**config.mk**
```make
export PLATFORM = sky130hd
export DESIGN_NAME = result_piso
export DESIGN_NICKNAME = d
export VERILOG_FILES = /design/src/rtl/result_piso.sv
export SDC_FILE = /design/constraint.sdc
export NUM_CORES = 1
export LEC_CHECK = 0
export BUFFER_PORTS_ARGS = -buffer_cell sky130_fd_sc_hd__buf_2
export CORE_AREA = 2 2 82 84
export DETAILED_ROUTE_END_ITERATION = 6
export DIE_AREA = 0 0 84 86
export GPL_ROUTABILITY_DRIVEN = 1
export GPL_TIMING_DRIVEN = 0
export PLACE_DENSITY = 0.89
export SETUP_SLACK_MARGIN = 0.3
export SLEW_MARGIN = 20
export SYNTH_ARGS = -nofsm -noshare
export SYNTH_HDL_FRONTEND = slang
export SYNTH_SLANG_ARGS = --single-unit
```
**constraint.sdc**
```tcl
create_clock -name clk -period 2.4 [get_ports clk]
set_clock_uncertainty 0.2 [all_clocks]
set_input_delay 0.72 -clock clk [delete_from_list [all_inputs] [get_ports clk]]
set_output_delay 0.72 -clock clk [all_outputs]
set_load 0.05 [all_outputs]
```
**src/rtl/result_piso.sv**
```systemverilog
// ---------------------------------------------------------------------------
// result_piso
//
// Parallel-in serial-out drain for systolic-array result rows. A full row of
// DEPTH lanes is captured on an accepted `load` and emitted one lane per beat
// on a valid/ready stream, lane 0 first.
//
// Optional feature macro: PISO_DOUBLE_BUF_EN
//   Undefined : single row buffer; load_ready only in IDLE, so one idle cycle
//               separates back-to-back rows.
//   Defined   : adds a one-row shadow buffer so a following row can be queued
//               during SHIFT and rows stream with no bubble.
//
// Ports
//   clk        in   clock, rising edge
//   rst_piso   in   synchronous active-high reset
//   load       in   row capture strobe (honoured when load_ready=1)
//   par_in     in   row data, lane k = par_in[k*DATA_WIDTH +: DATA_WIDTH]
//   load_ready out  a load presented this cycle will be accepted
//   ser_out    out  data of the lane currently offered
//   ser_valid  out  ser_out is valid
//   ser_ready  in   downstream accepts the current beat
//   ser_last   out  current beat is lane DEPTH-1
//   lane_idx   out  index of the lane on ser_out
//   busy       out  a row is being drained
//   overrun    out  sticky: a load was dropped since reset
// ---------------------------------------------------------------------------
module result_piso #(
  parameter int DEPTH       = 4,
  parameter int DATA_WIDTH  = 16,
  parameter int COUNT_WIDTH = 4
) (
  input  logic                        clk,
  input  logic                        rst_piso,
  input  logic                        load,
  input  logic [DEPTH*DATA_WIDTH-1:0] par_in,
  output logic                        load_ready,
  output logic [DATA_WIDTH-1:0]       ser_out,
  output logic                        ser_valid,
  input  logic                        ser_ready,
  output logic                        ser_last,
  output logic [COUNT_WIDTH-1:0]      lane_idx,
  output logic                        busy,
  output logic                        overrun
);

  localparam int ROW_W = DEPTH * DATA_WIDTH;
  localparam logic [COUNT_WIDTH-1:0] LAST_LANE = COUNT_WIDTH'(DEPTH - 1);

  typedef enum logic {
    S_IDLE  = 1'b0,
    S_SHIFT = 1'b1
  } state_t;

  state_t                   state_q, state_d;
  logic [ROW_W-1:0]         shift_q, shift_d;
  logic [COUNT_WIDTH-1:0]   lane_q, lane_d;
  logic                     overrun_q, overrun_d;

`ifdef PISO_DOUBLE_BUF_EN
  logic [ROW_W-1:0]         shadow_q, shadow_d;
  logic                     shadow_full_q, shadow_full_d;
`endif

  logic accept;
  logic beat;
  logic last_beat;

  // Lane 0 of the remaining row always sits in the low slice; each beat
  // shifts the row down by one lane.
  assign ser_valid = (state_q == S_SHIFT);
  assign busy      = (state_q == S_SHIFT);
  assign ser_out   = ser_valid ? shift_q[DATA_WIDTH-1:0] : '0;
  assign lane_idx  = lane_q;
  assign ser_last  = ser_valid && (lane_q == LAST_LANE);
  assign overrun   = overrun_q;

`ifdef PISO_DOUBLE_BUF_EN
  assign load_ready = !shadow_full_q;
`else
  assign load_ready = (state_q == S_IDLE);
`endif

  assign accept    = load && load_ready;
  assign beat      = ser_valid && ser_ready;
  assign last_beat = beat && (lane_q == LAST_LANE);

  always_comb begin
    state_d   = state_q;
    shift_d   = shift_q;
    lane_d    = lane_q;
    overrun_d = overrun_q;
`ifdef PISO_DOUBLE_BUF_EN
    shadow_d      = shadow_q;
    shadow_full_d = shadow_full_q;
`endif

    if (load && !load_ready) begin
      overrun_d = 1'b1;
    end

    unique case (state_q)
      S_IDLE: begin
        if (accept) begin
          shift_d = par_in;
          lane_d  = '0;
          state_d = S_SHIFT;
        end
      end

      S_SHIFT: begin
        if (last_beat) begin
          lane_d  = '0;
          state_d = S_IDLE;
`ifdef PISO_DOUBLE_BUF_EN
          // A queued row takes priority; otherwise a load arriving on the
          // last beat goes straight into the shift register.
          if (shadow_full_q) begin
            shift_d       = shadow_q;
            shadow_full_d = 1'b0;
            state_d       = S_SHIFT;
          end else if (accept) begin
            shift_d = par_in;
            state_d = S_SHIFT;
          end
`endif
        end else if (beat) begin
          lane_d  = lane_q + 1'b1;
          shift_d = {{DATA_WIDTH{1'b0}}, shift_q[ROW_W-1:DATA_WIDTH]};
        end

`ifdef PISO_DOUBLE_BUF_EN
        // Mid-row load: park the row in the shadow until the current one ends.
        if (accept && !last_beat) begin
          shadow_d      = par_in;
          shadow_full_d = 1'b1;
        end
`endif
      end

      default: begin
        state_d = S_IDLE;
      end
    endcase
  end

  always_ff @(posedge clk) begin
    if (rst_piso) begin
      state_q   <= S_IDLE;
      shift_q   <= '0;
      lane_q    <= '0;
      overrun_q <= 1'b0;
`ifdef PISO_DOUBLE_BUF_EN
      shadow_q      <= '0;
      shadow_full_q <= 1'b0;
`endif
    end else begin
      state_q   <= state_d;
      shift_q   <= shift_d;
      lane_q    <= lane_d;
      overrun_q <= overrun_d;
`ifdef PISO_DOUBLE_BUF_EN
      shadow_q      <= shadow_d;
      shadow_full_q <= shadow_full_d;
`endif
    end
  end

endmodule
```
==> results of run 1 <==
## per-layer routing
metal | routed length [um] | track usage | part of all wire | up-vias
li1 | - | - | - | 1388
met1 | 3590 | 0.291 | 0.42 | 1341
met2 | 4270 | 0.413 | 0.50 | 114
met3 | 556 | 0.0568 | 0.065 | 16
met4 | 187 | 0.116 | 0.022 | 0
met5 | 0 | 0 | 0 | -
## synth_stat cells
cell type,n,area share
dfxtp_1,70,0.44
a21oi_1,51,0.080
mux2i_1,49,0.15
a211oi_1,30,0.071
a211oi_2,20,0.079
and2_1,17,0.033
a22o_1,16,0.044
clkbuf_1,14,0.017
buf_2,12,0.019
buf_4,3,0.0071
nand3_1,3,0.0047
buf_1,2,0.0024
buf_6,2,0.0071
inv_1,2,0.0024
nor2_1,2,0.0024
a21oi_2,1,0.0028
a311oi_1,1,0.0028
a31oi_1,1,0.0020
ha_1,1,0.0039
mux2_4,1,0.0047
nand2_1,1,0.0012
nand2b_1,1,0.0020
nand4_1,1,0.0020
nand4bb_1,1,0.0035
nor2b_1,1,0.0020
nor3b_1,1,0.0024
nor3b_2,1,0.0039
or3_1,1,0.0020
## kinds of logic after synthesis
group           count (synthesis)  synth area share
compound gates                120             0.282
flops                          70             0.441
mux                            50             0.159
buf+inv                        35            0.0544
simple gates                   30            0.0595
fa+ha+maj                       1           0.00394
## what timing repair did
item	CTS	global route
cloned	2	0
setup buffers	11	0
gates resized for setup	70	4
setup endpoints to repair	18	18
pin swaps	17	1
## per-stage QoR
step / area (um2) / total power, W / TNS, ns / utilization
finish: 4360 / 0.00286 / -0.0778 / 0.695
CTS: 4360 / 0.00287 / -0.0835 / 0.694
global route: 4360 / 0.00298 / -0.138 / 0.695
global placement: 3820 / 0.00184 / 0 / 0.608
detailed placement: 3820 / 0.00186 / 0 / 0.608
floorplan: 3260 / 0.00170 / 0 / -
## cell type report
cell class                      count  share of cell area
Buffer                             33              0.0513
Clock buffer                       11              0.0324
Multi-Input combinational cell    201               0.379
Timing Repair Buffer              105               0.173
Sequential cell                    70               0.325
Tap cell                           77              0.0221
Clock inverter                      5              0.0132
Inverter                            2             0.00315
## how the worst max path moves through the flow
stage,from,to,depth (start not counted)
after floorplan,lane_idx[1],ser_last,6
after global placement,lane_idx[0],ser_last,7
after detailed placement,lane_idx[0],ser_last,7
after CTS,lane_idx[0],ser_last,7
after global routing,lane_idx[1],ser_last,7
final,lane_idx[0],ser_last,7
## worst max-delay path, delay by kind of cell (launching register included)
| family | cells | cell delay, ns |
|---|---|---|
| AND/OR/NAND/NOR | 1 | 0.12 |
| adder cells (fa/ha/maj) | 1 | 0.12 |
| buffers and inverters | 5 | 0.58 |
| flip-flops | 1 | 0.37 |
## registers in the layout (all words and copies together), names as in the netlist
| signal | count |
|---|---|
| lane_idx | 4 |
| overrun | 1 |
| busy | 1 |
| shift_q | 64 |
## power groups by stage
stage	Combinational, W	Sequential (W)	Clock (W)
after floorplan	0.000371	0.00133	0
after global placement	0.000507	0.00133	0
after CTS	0.000588	0.00131	0.000968
after detailed placement	0.000521	0.00134	0
after global routing	0.000637	0.00132	0.00103
final	0.000595	0.00131	0.000951
==> results.py, run 1 <==
metrics = {
    "placement": {
        "dp_slack_ns": 0.106,
        "dp_cells": 475,
        "dpl.hpwl_um": 6070,
        "routabilityCongestion": 0.794,
        "numPortBuffers": 92,
    },
    "sta": {
        "tightest_slew_ns": 0.699,
        "fmax_ghz": 0.404,
        "relSlewSlack": 0.534,
        "final.period_utilization": 1.03,
        "drv_slew": 0,
        "final-setup-viol-count": 1,
        "fin_hold_ws_ns": 0.280,
        "fin_ws_ns": -0.0778,
        "fin_crit_ns": 2.48,
        "rsz0062_at_grt": "yes",
        "final-hold-violation-count": 0,
    },
    "setup_path": {
        "worstSetupPathType": "reg -> out",
        "r2r_start": "lane_idx[0]",
        "start_kind": "flip-flop",
        "reg2reg_slack_ns": 0.43,
        "max_stage_delay_ns": 0.37,
        "slowest_stage": "dfxtp_4",
        "path_common_cell": "buf_8",
        "arrival_ns": 1.56,
        "r2r_cells": 7,
        "endpoint_kind": "output port",
        "cp.required_ns": 1.48,
        "path_cells": "ha_4, nand4bb_1, buf_4, buf_6, buf_8, clkinvlp_4, buf_8",
        "crit_fanout": 2,
        "rr_endpoint": "shift_q[1]",
    },
    "final_layout": {
        "antenna_cells": 0,
        "fillerInstances": 482,
        "area_delta_synth_final_pct": 37.4,
        "layout_common_cells": "buf_2, dfxtp_1, a21oi_1",
        "fin_nets": 491,
        "seqCellArea_um2": 1420,
        "final_cells": 504,
        "final_common_cell": "buf_2",
        "drive_gt1_frac": 0.436,
        "multi_input_comb_area_um2": 1650,
    },
    "power": {
        "p_leak_nw": 1.84,
        "combPwrFrac": 0.208,
        "power_switching_share": 0.287,
        "pwr-share-clk": 0.333,
        "seqPwrFrac": 0.459,
        "p_int_w": 0.00204,
        "p_switching_w": 0.000820,
        "ir_worst_vdd_v": 0.000507,
        "p_per_area_nw_per_um2": 655,
    },
    "run_status": {
        "violations": "setup timing",
        "status": "finished with violations",
    },
    "clocking": {
        "cts_buffers": 9,
        "cts_max_level": 3,
        "clock-sinks": 70,
        "clkLatencyLatePin_ns": 0.35,
        "clkTransAtPathRegs_ns": 0.08,
        "clockBufferDepth": 2,
        "cts_tree": "yes",
        "cts-root-buf": "clkbuf_8",
        "hold_buffers": 0,
    },
    "global_route": {
        "antenna_found_initial": 0,
        "gr-usage-all-layers": 0.243,
        "grt.overflow.total": 0,
        "grt_max_degree": 13,
        "grt_pass1_wl_um": 13700,
        "grt_pass1_vias": 2807,
    },
    "floorplan": {
        "core_area_um2": 6280,
        "dieArea_um2": 7220,
        "die_y_um": 86,
        "rows": 29,
        "io_pins": 93,
        "dieWidth_um": 84,
        "initial_utilization": 0.506,
    },
    "route": {
        "drt_iter0_markers": 162,
        "vias": 2859,
        "drt-pass1-iter-count": 4,
        "vias_per_cell": 5.67,
        "wl_per_cell_um": 17.1,
        "post-route-drc-count": 0,
        "wl_um": 8600,
        "postRouteAntennaNets": 0,
    },
    "run": {
        "cap_violations": 0,
    },
    "synth": {
        "syn_area_per_cell_um2": 10.4,
        "syn_area_um2": 3180,
        "synth.distinct_cells": 28,
        "postSynthCellCount": 306,
        "ys_seq_elements": 70,
        "synth_fp_nets": 375,
        "ys_seq_area_frac": 0.441,
        "ys.warnings.count": 0,
    },
    "min_path": {
        "hold_depth": 2,
        "hold_class": "reg -> reg",
        "holdPathEnd": "overrun",
        "min-delay-start": "overrun",
    },
}
Power figures use the tool's default switching activity.
==> run 2, diff against run 1 <==
clock period = 2.75 ns   (was 2.4 ns; I/O delays follow)
==> run 2 against run 1 <==
The run now ends clean. Final area decreased by 4.4%. Wire length decreased by 3.0%. Cell count decreased by 1.6%. First-iteration DRC count increased by 30%. Critical path depth unchanged. Worst hold slack got worse by 0.0024 ns. Combinational power decreased by 21%. Utilization decreased by 3.0 points. Critical endpoint unchanged. Largest cell class unchanged. Largest power group unchanged.
==> results.py, run 2 (synthesis results as in run 1) <==
metrics = {
    "placement": {
        "numPortBuffers": 92,
        "routabilityCongestion": 0.796,
        "placed_area_um2": 3760,
        "dpl.hpwl_um": 6060,
    },
    "clocking": {
        "clkLatencyLatePin_ns": 0.35,
        "clockBufferDepth": 2,
        "cts_tree": "yes",
        "clkTransAtPathRegs_ns": 0.07,
        "cts_max_level": 3,
        "cts-root-buf": "clkbuf_8",
        "clock-sinks": 70,
        "cts_buffers": 9,
    },
    "sta": {
        "final.period_utilization": 0.939,
        "fmax_ghz": 0.387,
        "relSlewSlack": 0.550,
        "rsz0062_at_grt": "yes",
        "final-setup-viol-count": 0,
        "drv_slew": 0,
        "fin_crit_ns": 2.58,
        "finalSetupTns_ns": 0,
        "final-hold-violation-count": 0,
        "tightest_slew_ns": 0.674,
    },
    "global_route": {
        "grt_pass1_vias": 2805,
        "grt_pass1_wl_um": 13500,
        "grt_max_degree": 12,
        "gr-usage-all-layers": 0.238,
        "grt.overflow.total": 0,
        "antenna_found_initial": 0,
    },
    "final_layout": {
        "drive_gt1_frac": 0.406,
        "top_register": "shift_q",
        "largest_reg_flops": 64,
        "final_common_cell": "buf_2",
        "area_delta_synth_final_pct": 31.4,
        "fin_nets": 484,
        "design_area_um2": 4170,
        "final_util": 0.665,
        "antenna_cells": 0,
        "layout_common_cells": "buf_2, dfxtp_1, a21oi_1",
    },
    "route": {
        "vias_per_cell": 5.76,
        "vias": 2855,
        "wl_per_cell_um": 16.8,
        "drt-pass1-iter-count": 4,
        "wl_um": 8340,
        "postRouteAntennaNets": 0,
        "drt_iter0_markers": 210,
        "post-route-drc-count": 0,
    },
    "min_path": {
        "hold_depth": 1,
        "hold_class": "reg -> reg",
    },
    "run_status": {
        "status": "completed",
    },
    "floorplan": {
        "initial_utilization": 0.506,
        "rows": 29,
        "dieWidth_um": 84,
        "io_pins": 93,
        "dieArea_um2": 7220,
        "die_y_um": 86,
        "core_area_um2": 6280,
    },
    "setup_path": {
        "cp.required_ns": 1.73,
        "start_kind": "flip-flop",
        "r2r_cells": 7,
        "arrival_ns": 1.56,
        "endpoint_kind": "output port",
        "worstSetupPathType": "reg -> out",
        "crit_fanout": 2,
    },
    "run": {
        "cap_violations": 0,
    },
    "power": {
        "p_leak_nw": 1.77,
        "power_w": 0.00252,
        "p_per_area_nw_per_um2": 604,
        "ir_worst_vdd_v": 0.000436,
    },
}
## run 2: repair_timing
item | in CTS | in global routing
buffers inserted | 6 | 0
setup endpoints to repair | 17 | 13
pin swaps | 2 | 1
hold buffers | 0 | 0
resized for setup | 36 | 13
## run 2: metal layers
metal | vias up | track usage | wire [um]
li1 | 1377 | - | -
met3 | 22 | 0.0577 | 565
met2 | 134 | 0.382 | 3960
met4 | 0 | 0.133 | 248
met5 | - | 0 | 0
met1 | 1322 | 0.295 | 3560
## run 2: power breakdown
part	leakage, nW	total [W]	switching [W]	internal (W)
Clock	0.113	0.000902	0.000386	0.000515
Sequential	0.582	0.00115	0.0000513	0.00110
Combinational	1.07	0.000472	0.000266	0.000206
Total	1.77	0.00252	0.000704	0.00182
## run 2: final timing paths
check / startpoint / to / slack (ns)
max: lane_idx[0] / ser_last / 0.17
min: shift_q[58] / shift_q[58] / 0.28
max reg2reg: lane_idx[0] / shift_q[6] / 0.73
min reg2reg: shift_q[58] / shift_q[58] / 0.28
## run 2: final cells by class
cell class	count	area (um2)
buffer	33	209
clock buffer	12	176
clock inverter	3	40.0
fill	468	2100
inverter	2	11.3
multi-input combinational	201	1630
sequential	70	1420
tap	77	96.3
timing repair buffer	98	601
## run 2: metrics by stage
step	setup slack, ns	hold slack, ns	std cells
3_3_place_gp	0.240	0.252	475
2_1_floorplan	0.315	0.242	306
3_5_place_dp	0.202	0.256	475
6_report	0.167	0.277	496
4_1_cts	0.174	0.281	496
5_1_grt	0.122	0.310	496
## run 2: critical path, cell delays in order (launching register included)
cell	delay, ns
dfxtp_4	0.36
ha_4	0.13
nand4bb_1	0.14
buf_6	0.16
buf_8	0.11
buf_8	0.11
clkinvlp_4	0.06
buf_8	0.13
==> run 3, diff against run 2 <==
ABC_AREA = 1   (was default)
CORE_AREA = 2 2 87 89   (was 2 2 82 84)
DIE_AREA = 0 0 89 91   (was 0 0 84 86)
PLACE_DENSITY = 0.9   (was 0.89)
==> run 3 against run 2 <==
Non-clock buffer count up 23. Worst setup slack better by 0.0091 ns. Die area up 12%. Clock power up 15%. Via count up 53%. Maximum frequency up 0.35%.
==> results.py, run 3 <==
metrics = {
    "setup_path": {
        "rr_endpoint": "shift_q[44]",
        "max_stage_delay_ns": 0.35,
        "r2r_start": "busy",
        "endpoint_kind": "output port",
        "slowest_stage": "dfxtp_4",
        "crit_path_end": "ser_out[7]",
        "path_cells": "buf_6, buf_8, buf_8, buf_16, nand2_4, clkinvlp_4, buf_8",
        "path_common_cell": "buf_8",
        "r2r_cells": 9,
        "arrival_ns": 1.55,
        "cp.required_ns": 1.73,
        "crit_fanout": 5,
        "reg2reg_slack_ns": 0.85,
        "start_kind": "flip-flop",
        "worstSetupStartpoint": "busy",
        "worstSetupPathType": "reg -> out",
    },
    "placement": {
        "routabilityCongestion": 0.900,
        "numPortBuffers": 92,
        "dpl.hpwl_um": 7840,
        "dp_cells": 796,
    },
    "route": {
        "post-route-drc-count": 0,
        "wl_um": 11800,
        "drt_iter0_markers": 322,
        "vias": 4360,
        "vias_per_cell": 5.30,
        "drt-pass1-iter-count": 5,
        "wl_per_cell_um": 14.3,
        "postRouteAntennaNets": 0,
    },
    "final_layout": {
        "drive_gt1_frac": 0.251,
        "antenna_cells": 0,
        "area_delta_synth_final_pct": 33.3,
        "final_common_cell": "nand2_1",
        "layout_common_cells": "nand2_1, buf_2, nor2_1, a21oi_1, dfxtp_1",
        "final_util": 0.707,
        "largest_reg_flops": 64,
        "fillerInstances": 595,
        "top_register": "shift_q",
        "final_cells": 823,
        "fin_nets": 788,
    },
    "power": {
        "power_switching_share": 0.311,
        "ir_worst_vdd_v": 0.000305,
        "p_switching_w": 0.000911,
        "power_w": 0.00293,
        "p_per_area_nw_per_um2": 580,
        "seqPwrFrac": 0.404,
        "pwr-share-clk": 0.354,
        "p_leak_nw": 2.61,
        "p_int_w": 0.00202,
        "combPwrFrac": 0.242,
    },
    "min_path": {
        "hold_class": "reg -> reg",
        "hold_depth": 2,
    },
    "sta": {
        "fmax_ghz": 0.388,
        "tightest_slew_ns": 0.512,
        "fin_hold_ws_ns": 0.290,
        "finalSetupTns_ns": 0,
        "rsz0062_at_grt": "yes",
        "drv_slew": 0,
        "final.period_utilization": 0.936,
        "relSlewSlack": 0.659,
        "final-setup-viol-count": 0,
        "fin_crit_ns": 2.57,
        "final-hold-violation-count": 0,
    },
    "global_route": {
        "grt_pass1_wl_um": 18600,
        "gr-usage-all-layers": 0.297,
        "grt_pass1_vias": 4167,
        "antenna_found_initial": 0,
        "grt_max_degree": 14,
        "grt.overflow.total": 0,
    },
    "synth": {
        "ys.flop_type": "dfxtp_1",
        "ys_top_cells_by_area": "dfxtp_1, nand2_1, nand3b_1",
        "syn_area_um2": 3790,
        "ys_seq_area_frac": 0.370,
        "synth.largest_area_cell": "dfxtp_1",
        "synth.distinct_cells": 16,
        "synth_fp_nets": 674,
        "syn_area_per_cell_um2": 6.26,
        "synth.top_cell.area_share": 0.370,
        "ys_seq_elements": 70,
        "synth_edf_count": 0,
        "ys_top_cells_by_count": "nand2_1, nor2_1, a21oi_1, dfxtp_1, nand3b_1",
        "async_reset_ff_frac": 0,
        "postSynthCellCount": 605,
        "synth_most_common_cell": "nand2_1",
        "ys.warnings.count": 0,
    },
    "clocking": {
        "cts-root-buf": "clkbuf_8",
        "cts_buffers": 9,
        "clkTransAtPathRegs_ns": 0.07,
        "clockBufferDepth": 2,
        "clock-sinks": 70,
        "cts_tree": "yes",
        "clkLatencyLatePin_ns": 0.36,
        "cts_max_level": 3,
    },
    "floorplan": {
        "core_area_um2": 7140,
        "dieArea_um2": 8100,
        "die_y_um": 91,
        "dieWidth_um": 89,
        "rows": 31,
        "initial_utilization": 0.531,
        "io_pins": 93,
    },
    "run_status": {
        "status": "completed",
    },
    "run": {
        "cap_violations": 0,
    },
}
run 3: cell types whose count changed after synthesis, moves of 16 or more:
cell,change
a22o_1,-16
and2_1,-17
a211oi_2,-20
inv_1,+18
nand2_1,+247
nor2_1,+69
a211oi_1,-30
a21oi_1,+19
mux2i_1,-49
nand3b_1,+49
run 3: cell families after synthesis:
| kind of cell | count (synthesis) | share of synthesized area |
|---|---|---|
| buf+inv | 73 | 0.0882 |
| compound gates | 71 | 0.0938 |
| simple gates | 390 | 0.445 |
| flops | 70 | 0.370 |
| fa+ha+maj | 1 | 0.00330 |
run 3: power by group through the flow:
stage / clock (W) / sequential (W) / combinational [W]
detailed placement: 0 / 0.00119 / 0.000613
global placement: 0 / 0.00119 / 0.000596
finish: 0.00104 / 0.00118 / 0.000709
global route: 0.00108 / 0.00119 / 0.000782
CTS: 0.00103 / 0.00118 / 0.000686
floorplan: 0 / 0.00119 / 0.000445
run 3: area by class of cell:
| class | instances | area (um2) | area share |
|---|---|---|---|
| Multi-Input combinational cell | 462 | 2140 | 0.423 |
| Sequential cell | 70 | 1410 | 0.278 |
| Timing Repair Buffer | 103 | 709 | 0.141 |
| Buffer | 51 | 305 | 0.0605 |
| Clock buffer | 9 | 124 | 0.0245 |
| Tap cell | 99 | 124 | 0.0245 |
| Inverter | 22 | 123 | 0.0243 |
| Clock inverter | 7 | 121 | 0.0240 |
run 3: worst min path at each step:
stage	to	slack [ns]	startpoint
floorplan	shift_q[0]	0.25	shift_q[0]
global placement	overrun	0.25	overrun
detailed placement	shift_q[11]	0.27	shift_q[11]
CTS	shift_q[0]	0.29	shift_q[0]
global route	shift_q[33]	0.32	shift_q[33]
finish	shift_q[33]	0.29	shift_q[33]
run 3: repair_timing:
item,in CTS,in global routing
setup buffers,7,3
pin swaps,10,1
resized for setup,80,3
hold buffers,0,0
setup endpoints to repair,18,17
cloned,1,0
run 3: layer usage:
metal / wire, um / track usage
met1: 4600 / 0.333
met2: 5730 / 0.506
met3: 819 / 0.0536
met4: 623 / 0.184
met5: 0 / 0
run 3: through the flow:
stage | area [um2] | worst slack (ns)
after floorplan | 3840 | 0.330
after global placement | 4420 | 0.178
after detailed placement | 4420 | 0.140
after CTS | 5020 | 0.217
after global routing | 5050 | 0.153
final | 5050 | 0.176
run 3: worst max-delay path: cells and delay by family, from the launching register on:
kind	cells	cell delay, ns
buf+inv	6	0.78
flops	1	0.35
simple gates	1	0.07
